[config.mk]
export PLATFORM = sky130hd
export DESIGN_NAME = pcileech_rst_ctl
export DESIGN_NICKNAME = d
export VERILOG_FILES = /design/src/rtl/pcileech_rst_ctl.sv
export SDC_FILE = /design/constraint.sdc
export NUM_CORES = 1
export LEC_CHECK = 0
export BUFFER_PORTS_ARGS = -buffer_cell sky130_fd_sc_hd__buf_2
export CAP_MARGIN = 40
export CORE_MARGIN = 3
export CORE_UTILIZATION = 50
export CTS_CLUSTER_SIZE = 24
export DETAILED_ROUTE_END_ITERATION = 10
export PLACE_DENSITY = 0.65
export RECOVER_POWER = 25
export SLEW_MARGIN = 20
export SYNTH_ARGS = -nofsm -noshare
export SYNTH_HDL_FRONTEND = slang
export SYNTH_SLANG_ARGS = --single-unit
[constraint.sdc]
create_clock -name clk -period 6.38 [get_ports clk]
set_input_delay 0.638 -clock clk [delete_from_list [all_inputs] [get_ports clk]]
set_output_delay 0.638 -clock clk [all_outputs]
set_load 0.005 [all_outputs]
[src/rtl/pcileech_rst_ctl.sv]
// pcileech_rst_ctl: startup/reset sequencer for the board top.
// POR delay, FT601 reset pulse and boot wait, button re-run, PCIe reset gating.
module pcileech_rst_ctl #(
  parameter int unsigned PARAM_POR_CYCLES      = 64,
  parameter int unsigned PARAM_FTRST_CYCLES    = 16,
  parameter int unsigned PARAM_FTBOOT_CYCLES   = 1024,
  parameter int unsigned PARAM_DEBOUNCE_CYCLES = 1000000
) (
  input  logic       clk,
  input  logic       rst,
  input  logic       btn_rst,
  input  logic       pcie_perst_n,
  output logic       rst_sys,
  output logic       ft601_rst_n,
  output logic       pcie_rst,
  output logic       led_state,
  output logic [1:0] rst_cause
);

  localparam logic [31:0] C_POR =
    (PARAM_POR_CYCLES == 0) ? 32'd1 : 32'(PARAM_POR_CYCLES);
  localparam logic [31:0] C_FTRST =
    (PARAM_FTRST_CYCLES == 0) ? 32'd1 : 32'(PARAM_FTRST_CYCLES);
  localparam logic [31:0] C_FTBOOT =
    (PARAM_FTBOOT_CYCLES == 0) ? 32'd1 : 32'(PARAM_FTBOOT_CYCLES);
  localparam logic [31:0] C_DB =
    (PARAM_DEBOUNCE_CYCLES == 0) ? 32'd1 : 32'(PARAM_DEBOUNCE_CYCLES);

  typedef enum logic [2:0] {
    S_HOLD,
    S_POR,
    S_FTRST,
    S_FTBOOT,
    S_RUN
  } state_t;

  state_t      r_state;
  state_t      w_next;
  logic [31:0] r_cnt;
  logic [1:0]  r_btn_s;
  logic [1:0]  r_perst_s;
  logic        r_btn_db;
  logic [31:0] r_db_cnt;
  logic [1:0]  r_rst_cause;
  logic        w_btn_sync;
  logic        w_perst_sync;
  logic        w_db_diff;
  logic        w_db_done;
  logic        w_db_rise;
  logic        w_cause_set;

  assign w_btn_sync   = r_btn_s[1];
  assign w_perst_sync = r_perst_s[1];
  assign w_db_diff    = w_btn_sync ^ r_btn_db;
  assign w_db_done    = w_db_diff && (r_db_cnt == C_DB - 32'd1);
  assign w_db_rise    = w_db_done && !r_btn_db;
  assign rst_cause    = r_rst_cause;

  // two-flop synchronisers for the raw async button and PERST#
  always_ff @(posedge clk or posedge rst) begin
    if (rst) begin
      r_btn_s   <= 2'b00;
      r_perst_s <= 2'b00;
    end else begin
      r_btn_s   <= {r_btn_s[0], btn_rst};
      r_perst_s <= {r_perst_s[0], pcie_perst_n};
    end
  end

  // debounce: accept a new level after C_DB consecutive differing samples
  always_ff @(posedge clk or posedge rst) begin
    if (rst) begin
      r_btn_db <= 1'b0;
      r_db_cnt <= 32'd0;
    end else if (!w_db_diff) begin
      r_db_cnt <= 32'd0;
    end else if (w_db_done) begin
      r_db_cnt <= 32'd0;
      r_btn_db <= ~r_btn_db;
    end else begin
      r_db_cnt <= r_db_cnt + 32'd1;
    end
  end

  // next-state logic; a debounced button press overrides any exit
  always_comb begin
    w_next      = r_state;
    w_cause_set = 1'b0;
    unique case (r_state)
      S_HOLD:   if (!r_btn_db) w_next = S_POR;
      S_POR:    if (r_cnt == C_POR - 32'd1) w_next = S_FTRST;
      S_FTRST:  if (r_cnt == C_FTRST - 32'd1) w_next = S_FTBOOT;
      S_FTBOOT: if (r_cnt == C_FTBOOT - 32'd1) w_next = S_RUN;
      S_RUN:    w_next = S_RUN;
      default:  w_next = S_HOLD;
    endcase
    if (r_state != S_HOLD && w_db_rise) begin
      w_next      = S_HOLD;
      w_cause_set = 1'b1;
    end
  end

  // state, saturating phase counter and reset cause
  always_ff @(posedge clk or posedge rst) begin
    if (rst) begin
      r_state     <= S_HOLD;
      r_cnt       <= 32'd0;
      r_rst_cause <= 2'd0;
    end else begin
      r_state <= w_next;
      if (w_next != r_state) begin
        r_cnt <= 32'd0;
      end else if (r_cnt != 32'hFFFF_FFFF) begin
        r_cnt <= r_cnt + 32'd1;
      end
      if (w_cause_set) begin
        r_rst_cause <= 2'd1;
      end
    end
  end

  // registered output decode, one cycle behind the state
  always_ff @(posedge clk or posedge rst) begin
    if (rst) begin
      rst_sys     <= 1'b1;
      ft601_rst_n <= 1'b0;
      pcie_rst    <= 1'b1;
      led_state   <= 1'b0;
    end else begin
      rst_sys     <= (r_state != S_RUN);
      ft601_rst_n <= (r_state == S_FTBOOT) || (r_state == S_RUN);
      pcie_rst    <= (r_state != S_RUN) || !w_perst_sync;
      led_state   <= (r_state == S_RUN);
    end
  end

endmodule

Word-level counts from Yosys, hierarchy flattened
Index checks and enable logic that the tools add are counted.
{"block": "word_totals", "register_bits": 77, "latchBits": 0, "mem_bits_rw": 0, "mem_bits_ro": 0, "in_bits": 4, "out_inout_bits": 6, "word_cells": 48, "memories": 0}
{"block": "classes", "add_sub_neg": 2, "n_mul": 0, "n_div": 0, "magnitude_cmp": 0, "eq_ne": 11, "n_shift": 0, "mux": 11, "bitwise": 2, "reduce_logical": 11}
{"cell": "32-bit 2-to-1 mux", "n": 4}
{"cell": "32-bit by 1-bit adder with 32-bit output, second input constant", "n": 2}
{"cell": "32-bit by 10-bit == test with 1-bit output, second input constant", "n": 1}
{"cell": "32-bit by 20-bit == test with 1-bit output, second input constant", "n": 1}
{"cell": "32-bit by 4-bit == test with 1-bit output, second input constant", "n": 1}
{"cell": "32-bit by 6-bit == test with 1-bit output, second input constant", "n": 1}
{"cell": "32-bit != test, second input constant", "n": 1}
{"cell": "3-bit 2-to-1 mux", "n": 5}
{"cell": "3-bit case mux with 5 select lines", "n": 1}
{"cell": "3-bit by 2-bit == test with 1-bit output, second input constant", "n": 2}
{"cell": "3-bit by 1-bit == test with 1-bit output, second input constant", "n": 1}
{"cell": "3-bit == test, second input constant", "n": 1}
{"cell": "1-bit logical AND", "n": 3}
{"cell": "3-bit logical NOT", "n": 1}
{"cell": "3-bit != test", "n": 1}
{"cell": "3-bit != test, second input constant", "n": 1}
{"cell": "3-bit nonzero test", "n": 1}
{"cell": "1-bit logical NOT", "n": 2}
{"cell": "1-bit logical OR", "n": 2}
{"cell": "2-bit AND reduction", "n": 1}
{"cell": "2-bit nonzero test", "n": 1}
{"cell": "1-bit 2-to-1 mux", "n": 1}
{"cell": "1-bit inverter", "n": 1}
{"cell": "1-bit XOR", "n": 1}

Longest topological paths before layout
{"block": "depth", "depth_word": 7, "ltp_mapped": 9, "mapped_depth_nobuf": 7}

Least setup slack after synthesis
OpenSTA, ideal clock, no wires.
{"block": "synth_path", "kind": "reg-to-reg", "startpoint": "reg r_cnt[18]", "endpoint": "reg r_cnt[11]", "setup_time_ns": 0.120, "t_arrival_ns": 2.448, "required_time_ns": 6.260, "slack_ns": 3.812, "path_stages_with_launch": 8, "path_buffers": 1, "synth_period_minus_slack_ns": 2.568, "path_cell_list": "dfrtp_1 -> or4_1 -> or4_4 -> or4_4 -> o21a_1 -> nor2_4 -> buf_6 -> nor3_1"}
{"block": "synth_via", "elab_chain_cells": 6, "elab_cells_between_ends": 12, "classes_between": "eq/ne: 5; mux: 6; reduce/logical: 1"}
{"item": "start: declaration", "line": "39", "rtl": "logic [31:0] r_cnt;"}
{"item": "start signal: assignment", "line": "114", "rtl": "r_cnt <= r_cnt + 32'd1;"}
{"item": "32-bit by 10-bit == test with 1-bit output, or another cell as far along", "line": "93", "rtl": "S_FTBOOT: if (r_cnt == C_FTBOOT - 32'd1) w_next = S_RUN;"}
{"item": "3-bit 2-to-1 mux (on tied branches)", "line": "93, 91, 92"}
{"item": "3-bit case mux with 5 select lines", "line": "89", "rtl": "unique case (r_state)"}
{"item": "3-bit 2-to-1 mux", "line": "97", "rtl": "if (r_state != S_HOLD && w_db_rise) begin"}
{"item": "3-bit != test", "line": "111", "rtl": "if (w_next != r_state) begin"}
{"item": "32-bit 2-to-1 mux / 2-bit nonzero test (equally long branches)"}
Several ways; a longest one is shown, not always the timed one.
A chain may end at the register's enable or synchronous reset.

Final worst setup path
{"block": "layout_path", "startpoint": "reg r_cnt[17]", "endpoint": "reg r_cnt[2]"}
The elaborated chain is that of the path after synthesis.

==> flow_metrics.env <==
export IMPL_run_status="complete, no violations"
export IMPL_maxClockFrequency_mhz=325
export IMPL_post_synth_most_frequent_cells="sky130_fd_sc_hd__dfrtp_1, sky130_fd_sc_hd__nor2_1, sky130_fd_sc_hd__nor3_1"
export IMPL_finalWorstPathRequiredPeriod_ns=3.08
export IMPL_cp_common_cell="sky130_fd_sc_hd__or4_4"
export IMPL_layout_cell_share_with_drive_strength_beyond_1_pct=9.28
export IMPL_crit_reg2reg_launch="r_cnt[17]"
export IMPL_drt_pre_antenna_iters=4
export IMPL_power_per_cell_area_nw_per_um2=208
export IMPL_global_route_total_overflow=0
export IMPL_cts_htree_levels=3
export IMPL_slew_limit_headroom_pct=8.84
export IMPL_total_core_area_um2=7770
export IMPL_slew_viol_final=0
export IMPL_synth_area_top_cells="sky130_fd_sc_hd__dfrtp_1, sky130_fd_sc_hd__xnor2_1, sky130_fd_sc_hd__nor3_1"
export IMPL_ys_flop_type="sky130_fd_sc_hd__dfrtp_1"
export IMPL_worstHoldPathType="register to register"
export IMPL_grt_first_pass_wirelength_um=13800
export IMPL_async_reset_ff_share_pct=100
export IMPL_rows=32
export IMPL_worstSetupPathType="register to register"
export IMPL_cap_violations=0
export IMPL_yosysUniqueCellTypes=47
export IMPL_holdPathEnd="r_perst_s[1]"
export IMPL_nFillCells=696
export IMPL_worst_setup_path_start_kind="register"
export IMPL_cp_data_arrival_time_ns=3.26
export IMPL_setup_total_negative_slack_ns=0
export IMPL_multiInputGateArea_um2=1940
export IMPL_cts_inserted_buffers=9
export IMPL_critical_path_n_buffers_inverters=0
export IMPL_critical_path_reg2reg_endpoint="r_cnt[2]"
export IMPL_detailedRoute_firstIterationViolations=188
export IMPL_route_final_wire_length_um=7920
export IMPL_clock_slew_at_reported_path_ffs_ns=0.08
export IMPL_mappedNetlistArea_um2=4030
export IMPL_postSynthCellCount=423
export IMPL_final_setup_worst_slack_ns=3.30
export IMPL_layout_area_seq_um2=1930
export IMPL_synth_fp_nets=429
export IMPL_period_utilisation_layout_pct=48.3
export IMPL_worst_ir_drop_vdd_mv=0.0927
export IMPL_tritoncts="done"
export IMPL_setup_viol_count_final=0
export IMPL_postPlaceCellArea_um2=4130
export IMPL_fin_worst_skew_ns=0.00914
export IMPL_regToRegSetupSlack_ns=3.30
export IMPL_floorplan_die_width_um=95.7
export IMPL_worstRegToRegCells=6
export IMPL_cts_repair_timing_setup_buffer_count=0
export IMPL_largest_net_degree_at_the_start_of_global_routing=55
export IMPL_timing_final_hold_violations=0
export IMPL_post_synth_edffs=0
export IMPL_cts_num_sinks=77
export IMPL_drc=0
export IMPL_power_leakage_nw=1.73
export IMPL_port_buffers=8
export IMPL_die_area_um2=9160
export IMPL_endpoint_class_of_the_critical_path="register"
export IMPL_critical_path_cell_chain="or4_1 -> or4_4 -> or4_4 -> o21a_1 -> nor2_4 -> nor4_1"
export IMPL_finish_net_count=432
export IMPL_critical_path_max_fanout=32
export IMPL_number_of_nets_with_antenna_violations_after_detailed_routing=0
export IMPL_synth_area_per_cell_um2=9.52
export IMPL_synth_top_area_share_pct=46.6
export IMPL_globalRouteTotalUtil_pct=19.0
export IMPL_count_of_vias_placed_by_the_detailed_router=3047
export IMPL_start_util_pct=51.8
export IMPL_min_delay_start="r_perst_s[0]"
export IMPL_worst_path_largest_cell_delay_ns=0.58
export IMPL_cts_hold_buffers=0
export IMPL_synth_ff_latch_count=77
export IMPL_synth_area_leader="sky130_fd_sc_hd__dfrtp_1"
export IMPL_ctsResizeCount=0
export IMPL_critical_path_top_delay_family="simple AND/OR/NAND/NOR gates"
export IMPL_io_pin_count=10
export IMPL_clk_path_buf_depth=2
export IMPL_synth_most_common_cell="sky130_fd_sc_hd__dfrtp_1"
export IMPL_insertion_delay_to_the_later_sink_of_the_worst_skew_pair_ns=0.34
export IMPL_setup_repair_after_global_routing_missed_its_margin="no"
export IMPL_detail_route_wl_per_cell_um=14.9
export IMPL_slew_worst_pin_ns=1.37
export IMPL_cp_slowest_cell="sky130_fd_sc_hd__nor2_4"
export IMPL_hpwl_dp_um=5250
export IMPL_place_gp_congestion=0.787
export IMPL_layout_area_overhead_vs_synth_pct=7.71
export IMPL_postLayoutCellArea_um2=4340
export IMPL_antenna_violations_before_repair=0
export IMPL_chipHeight_um=95.7
export IMPL_crit_required_ns=6.56
export IMPL_hold_path_cell_cnt=0
export IMPL_cts_root_buffer_cell="sky130_fd_sc_hd__clkbuf_8"
export IMPL_synth_seq_area_share_pct=47.9
export IMPL_preCtsSetupSlack_ns=3.28
export IMPL_yosys_warnings=0
export IMPL_grt_pass1_vias=2938
export IMPL_n_antenna_cell=0
export IMPL_vias_per_cell=5.72
-- where the power goes --
part / internal, mW / total, mW / switching (mW)
registers: 0.491 / 0.492 / 0.00187
logic: 0.00510 / 0.0193 / 0.0142
clock network: 0.219 / 0.389 / 0.170
total: 0.714 / 0.901 / 0.187
-- cells by family (layout without fill, tap and decap cells) --
group,after synthesis,in the layout,synth area share [%]
other,1,1,0.0932
adder cells (fa/ha/maj),2,2,0.622
AND/OR/NAND/NOR,237,237,31.6
multiplexers,1,1,0.249
AO/OA/AOI/OAI,16,16,2.64
flip-flops,77,77,47.9
buffers and inverters,30,38,4.07
XOR/XNOR,59,59,12.8
-- cell usage in the layout, fill, tap and decap left out, drive strengths merged, types with 2 or more instances in the layout --
master  instances
nand4          21
bufinv          2
or2             3
clkinv          3
xor2           16
dfstp           2
and4           10
buf            12
nor4b           2
nand3          17
dfrtp          75
nor4           28
and3            6
nor3           46
or4             6
nor2           57
xnor2          43
a21o            2
o31ai           2
or3             4
nand2          31
clkbuf         12
a21oi           5
inv             8
ha              2
-- cell type report --
type	count	area share (%)
sequential	77	44.5
clock buffer	11	3.03
timing repair buffer	13	2.28
multi-input combinational	316	44.7
clock inverter	5	1.73
tap	102	2.94
inverter	9	0.808
-- worst max path at each step --
stage                     depth (start not counted)  slack [ns]       from     endpoint
final                                             6        3.30  r_cnt[17]     r_cnt[2]
after global routing                              6        3.11  r_cnt[17]    r_cnt[10]
after CTS                                         6        3.28  r_cnt[17]     r_cnt[3]
after detailed placement                          6        3.28  r_cnt[17]    r_cnt[15]
after global placement                            6        3.32  r_cnt[18]     r_cnt[2]
after floorplan                                   1        3.78        rst  ft601_rst_n
-- through the flow --
| stage | total power [mW] | hold WS [ns] | util [%] | instances |
|---|---|---|---|---|
| floorplan | 0.514 | 0.331 | - | 423 |
| global placement | 0.519 | 0.342 | 52.6 | 514 |
| detailed placement | 0.523 | 0.337 | 53.2 | 517 |
| CTS | 0.913 | 0.327 | 55.9 | 533 |
| global route | 0.941 | 0.358 | 55.8 | 533 |
| finish | 0.901 | 0.352 | 55.8 | 533 |
-- layer usage --
metal	up-vias	GRT usage, %	share of wire, %
met2	45	28.3	44
li1	1503	-	-
met5	-	0	0
met1	1490	28.1	51
met4	0	6.64	1.3
met3	9	3.21	3.6
-- sequential cells by signal, summed over array words and instances, names as in the netlist --
register and cells:
rst_sys 1, r_cnt 32, r_btn_db 1, led_state 1, r_db_cnt 32, ft601_rst_n 1
r_btn_s 2, r_perst_s 2, pcie_rst 1, r_state 3, rst_cause 1
(Power assumes the default switching activity.)
